File: config.mk
export PLATFORM = sky130hd
export DESIGN_NAME = edge_counter_gate_sequencer
export DESIGN_NICKNAME = d
export VERILOG_FILES = /design/src/rtl/edge_gate_pkg.sv /design/src/rtl/edge_gate_timer.sv /design/src/rtl/edge_counter_gate_sequencer.sv
export SDC_FILE = /design/constraint.sdc
export NUM_CORES = 1
export LEC_CHECK = 0
export CAP_MARGIN = 20
export CORE_MARGIN = 3
export CORE_UTILIZATION = 50
export CTS_CLUSTER_DIAMETER = 200
export DETAILED_ROUTE_END_ITERATION = 8
export MAX_ROUTING_LAYER = met4
export PLACE_DENSITY = 0.82
export SYNTH_ARGS = -nofsm -noshare
export SYNTH_HDL_FRONTEND = slang
export SYNTH_HIERARCHICAL = 1
export SYNTH_SLANG_ARGS = --single-unit
File: constraint.sdc
create_clock -name clk -period 2.7 [get_ports clk]
set_input_delay 0.54 -clock clk [delete_from_list [all_inputs] [get_ports clk]]
set_output_delay 0.54 -clock clk [all_outputs]
set_load 0.01 [all_outputs]
File: src/rtl/edge_gate_pkg.sv
// Shared state encoding and widths for the edge-counter gate sequencer.
package edge_gate_pkg;

  localparam int WINDOW_CNT_W = 16;

  typedef enum logic [2:0] {
    IDLE,
    CLEAR,
    WAIT_TRIG,
    GATE,
    DONE
  } gate_state_t;

endpackage

File: src/rtl/edge_gate_timer.sv
// Loadable down-counter timing one gate window; expire_o is high in the last run cycle.
// A zero load never expires and never wraps, giving an open-ended window.
module edge_gate_timer #(
  parameter int W = 32
) (
  input  logic         clk,
  input  logic         rst_n_sync,
  input  logic         load_i,
  input  logic [W-1:0] load_val_i,
  input  logic         run_i,
  output logic         expire_o
);

  logic [W-1:0] cnt_q;
  logic [W-1:0] cnt_d;

  always_comb begin
    cnt_d = cnt_q;
    if (load_i) begin
      cnt_d = load_val_i;
    end else if (run_i && (cnt_q != '0)) begin
      cnt_d = cnt_q - W'(1);
    end
  end

  always_ff @(posedge clk or negedge rst_n_sync) begin
    if (!rst_n_sync) begin
      cnt_q <= '0;
    end else begin
      cnt_q <= cnt_d;
    end
  end

  assign expire_o = run_i && (cnt_q == W'(1));

endmodule

File: src/rtl/edge_counter_gate_sequencer.sv
// Runs edge-counter measurement windows: clear, optional trigger wait, G-cycle gate, snapshot.
// All outputs registered; start honoured only in IDLE/DONE, abort wins over everything.
module edge_counter_gate_sequencer
  import edge_gate_pkg::*;
#(
  parameter int GATE_W = 32,
  parameter int NUM_CH = 4
) (
  input  logic                    clk,
  input  logic                    rst_n_sync,
  input  logic                    start,
  input  logic                    abort,
  input  logic [GATE_W-1:0]       cfg_gate_cycles,
  input  logic [NUM_CH-1:0]       cfg_chan_mask,
  input  logic                    cfg_use_trig,
  input  logic                    cfg_repeat,
  input  logic                    trig_in,
  output logic [NUM_CH-1:0]       enable,
  output logic                    clear_counts,
  output logic                    snapshot,
  output logic                    busy,
  output logic                    done,
  output logic [WINDOW_CNT_W-1:0] window_count
);

  gate_state_t       state_q;
  logic              trig_q;
  logic [GATE_W-1:0] gate_cycles_q;
  logic [NUM_CH-1:0] mask_q;
  logic              use_trig_q;
  logic              rpt_q;

  logic trig_edge;
  logic gate_enter;
  logic timer_expire;

  always_comb begin
    trig_edge  = trig_in & ~trig_q;
    gate_enter = 1'b0;
    if (state_q == CLEAR && clear_counts && !use_trig_q) begin
      gate_enter = 1'b1;
    end else if (state_q == WAIT_TRIG && trig_edge) begin
      gate_enter = 1'b1;
    end
  end

  edge_gate_timer #(.W(GATE_W)) u_timer (
    .clk        (clk),
    .rst_n_sync (rst_n_sync),
    .load_i     (gate_enter),
    .load_val_i (gate_cycles_q),
    .run_i      (state_q == GATE),
    .expire_o   (timer_expire)
  );

  // CLEAR entered straight from a repeat snapshot spends one extra cycle so the
  // clear pulse never overlaps the snapshot; CLEAR leaves once clear_counts has been shown.
  always_ff @(posedge clk or negedge rst_n_sync) begin
    if (!rst_n_sync) begin
      state_q       <= IDLE;
      trig_q        <= 1'b0;
      gate_cycles_q <= '0;
      mask_q        <= '0;
      use_trig_q    <= 1'b0;
      rpt_q         <= 1'b0;
      enable        <= '0;
      clear_counts  <= 1'b0;
      snapshot      <= 1'b0;
      busy          <= 1'b0;
      done          <= 1'b0;
      window_count  <= '0;
    end else begin
      trig_q       <= trig_in;
      clear_counts <= 1'b0;
      snapshot     <= 1'b0;
      if (abort) begin
        state_q <= IDLE;
        enable  <= '0;
        busy    <= 1'b0;
        done    <= 1'b0;
      end else begin
        case (state_q)
          IDLE, DONE: begin
            if (start) begin
              gate_cycles_q <= cfg_gate_cycles;
              mask_q        <= cfg_chan_mask;
              use_trig_q    <= cfg_use_trig;
              rpt_q         <= cfg_repeat;
              window_count  <= '0;
              state_q       <= CLEAR;
              clear_counts  <= 1'b1;
              busy          <= 1'b1;
              done          <= 1'b0;
            end
          end
          CLEAR: begin
            if (gate_enter) begin
              state_q <= GATE;
              enable  <= mask_q;
            end else if (clear_counts) begin
              state_q <= WAIT_TRIG;
            end else begin
              clear_counts <= 1'b1;
            end
          end
          WAIT_TRIG: begin
            if (gate_enter) begin
              state_q <= GATE;
              enable  <= mask_q;
            end
          end
          GATE: begin
            if (timer_expire) begin
              enable   <= '0;
              snapshot <= 1'b1;
              if (window_count != '1) begin
                window_count <= window_count + WINDOW_CNT_W'(1);
              end
              if (rpt_q) begin
                state_q <= CLEAR;
              end else begin
                state_q <= DONE;
                busy    <= 1'b0;
                done    <= 1'b1;
              end
            end
          end
          default: state_q <= IDLE;
        endcase
      end
    end
  end

endmodule

==> impl_metrics.tcl <==
set metrics [dict create \
    run_status "finished clean" \
    cts_tree "built" \
    critical_path.startpoint "u_timer/cnt_q[28]$_DFFE_PN0P_" \
    syn_area_per_cell_um2 8.98 \
    regArea_um2 2450 \
    powerDensity_nw_per_um2 733 \
    dr_total_vias 4544 \
    synthCells 559 \
    dpl.cell_count 752 \
    multi_input_area_um2 2440 \
    first_iter_violations 211 \
    synth_cell_types 64 \
    cts_root_buf "clkbuf_8" \
    regToRegStartpoint "u_timer/cnt_q[28]$_DFFE_PN0P_" \
    startpoint_type "register" \
    hold_path_class "in2async" \
    antenna_found_initial 0 \
    finalHoldViolCount 0 \
    fillers 753 \
    path_cells "nor4_2, buf_4, nand4_4, nor3_4, buf_4, and4b_4, o21ba_4, o21ai_4, or3_2, a21oi_1" \
    synth_edf_count 0 \
    start_util_pct 52.8 \
    rows 35 \
    ant_nets 0 \
    totalPowerFinal_mw 4.59 \
    portBuffers 66 \
    slew_headroom_pct 46.6 \
    final_cell_mix "153 x nand2_1, 96 x dfrtp_1, 65 x clkdlybuf4s50_1" \
    p_leak_nw 2.63 \
    wl_per_cell_um 16.6 \
    path_class "reg2reg" \
    grtUsageTotal_pct 23.9 \
    path_delay_family "simple AND/OR/NAND/NOR gates" \
    finalNonFillerCells 772 \
    fmax_mhz 388 \
    antennaDiodeCount 0 \
    grt_overflow 0 \
    worstPathMaxFanout 11 \
    final_common_cell "nand2_1" \
    clk_pin_slew_worst_paths_ns 0.10 \
    grt_pass1_vias 4545 \
    cap_violations 0 \
    design_area_um2 6260 \
    die_h_um 106 \
    crit_required_ns 3.00 \
    worst_pin_slew_ns 0.793 \
    hpwlAfterDp_um 8910 \
    peakVddDrop_mv 0.338 \
    globalplace.congestion 0.950 \
    die_x_um 106 \
    ctsLongestPathBuffers 2 \
    viasPerCell 5.89 \
    clock_skew_ns 0.0132 \
    min_period_over_period_pct 95.6 \
    cp_num_buf_inv 2 \
    period_needed_ns 2.58 \
    max_stage_delay_ns 0.46 \
    cts_sinks 98 \
    htreeDepth 3 \
    syn_nets 605 \
    cts_buffers 9 \
    worstPathArrival_ns 2.88 \
    cp_common_cell "buf_4" \
    grt_max_degree 51 \
    regToRegSetupSlack_ns 0.12 \
    dieArea_um2 11300 \
    synth_ff_type "dfrtp_1" \
    maxSlewViolCount 0 \
    wl_um 12800 \
    placed_area_um2 5930 \
    grt_pass1_wl_um 21300 \
    io_pins 67 \
    ys_seq_elements 98 \
    postCtsHoldBufs 0 \
    ys_warn_count 6 \
    core_area_um2 9500 \
    drcViolationCount 0 \
    nets 684 \
    first_pass_iters 5 \
    clock_latency_ns 0.38 \
    setup_viol 0 \
    async_reset_ff_share_pct 100 \
    synth_seq_area_share_pct 48.8 \
    endpoint_kind "register" \
    syn_to_final_growth_pct 24.8 \
    syn_area_um2 5020 \
    crit_slowest_cell "or3_2" \
    layout-drive-gt1-share_pct 11.8 \
]
-- final timing paths --
check / endpoint / depth (start not counted)
max: window_count[4]$_DFFE_PN0P_ / 10
min: u_timer/cnt_q[21]$_DFFE_PN0P_ / 1
max reg2reg: window_count[4]$_DFFE_PN0P_ / 10
min reg2reg: gate_cycles_q[19]$_DFFE_PN0P_ / 2
max in group asynchronous: u_timer/cnt_q[28]$_DFFE_PN0P_ / 2
min in group clk: gate_cycles_q[19]$_DFFE_PN0P_ / 2
-- report_power, final --
part	switching [mW]	internal, mW	total (mW)
Combinational	0.541	0.540	1.08
Clock	0.529	0.713	1.24
Sequential	0.425	1.85	2.27
Total	1.50	3.10	4.59
-- cell usage after synthesis, drive strengths merged, types with 4 or more instances --
cell | instances | area (µm²)
nand2 | 153 | 574
o31ai | 7 | 66.3
nand4 | 12 | 105
xor2 | 4 | 35.0
o21ai | 33 | 169
nand3 | 19 | 100
a31oi | 14 | 87.6
nand4b | 4 | 35.0
a21oi | 11 | 55.1
dfrtp | 98 | 2450
xnor2 | 11 | 96.3
or3 | 12 | 76.3
clkbuf | 18 | 68.8
o41ai | 7 | 61.3
a22o | 4 | 35.0
nor2 | 43 | 161
nor3 | 15 | 91.3
nor4 | 15 | 128
o211ai | 5 | 37.5
or4 | 12 | 91.3
buf | 12 | 87.6
inv | 9 | 33.8
-- stage by stage --
step | util (%) | worst slack, ns | hold slack (ns) | TNS, ns
floorplan | - | 0.0116 | 0.244 | 0
global placement | 62.4 | 0.0712 | 0.461 | 0
detailed placement | 62.4 | 0.0475 | 0.464 | 0
CTS | 65.2 | 0.0449 | 0.196 | 0
global route | 65.9 | -0.00474 | 0.213 | -0.00474
finish | 65.9 | 0.120 | 0.176 | 0
-- cell families (layout without fill, tap and decap cells) --
logic type / after synthesis / count (layout) / synth area share, %
and+or+nand+nor: 308 / 308 / 31.2
adders and majority gates: 3 / 3 / 0.748
DFF: 98 / 98 / 48.8
buffers and inverters: 39 / 123 / 3.79
muxes: 1 / 1 / 0.199
AOI/OAI and AO/OA: 95 / 95 / 12.6
xor gates and xnor gates: 15 / 15 / 2.62
-- state kept, by name (all words and copies together), names as in the netlist, 3 cells and up --
register       count
mask_q             4
window_count      16
state_q            3
enable             4
u_timer/cnt_q     32
gate_cycles_q     32
-- repair_timing --
item / 4_1_cts / 5_1_grt
setup endpoints to repair: 1 / 2
buffers inserted: 0 / 4
gates resized for setup: 1 / 7
pin swaps: 0 / 1
-- worst register-to-register path, stage by stage, from the launching register on --
cell and delay, ns:
dfrtp_2 0.45, nor4_2 0.28, buf_4 0.16, nand4_4 0.11, nor3_4 0.21, buf_4 0.15, and4b_4 0.25, o21ba_4 0.17
o21ai_4 0.10, or3_2 0.46, a21oi_1 0.15
-- layout make-up --
class | count | share of cell area [%]
Clock inverter | 6 | 2.18
Tap cell | 129 | 2.58
Sequential cell | 98 | 39.2
Clock buffer | 10 | 2.04
Multi-Input combinational cell | 422 | 38.9
Timing Repair Buffer | 98 | 14.5
Inverter | 9 | 0.539
-- per-layer routing --
layer	track usage [%]	share of wire (%)	up-vias
li1	-	-	2132
met1	29.4	42	2222
met2	39.0	50	155
met3	5.59	5.8	35
met4	7.96	2.3	0
met5	-	0	-
No activity file was read; power rests on OpenSTA's default activity.
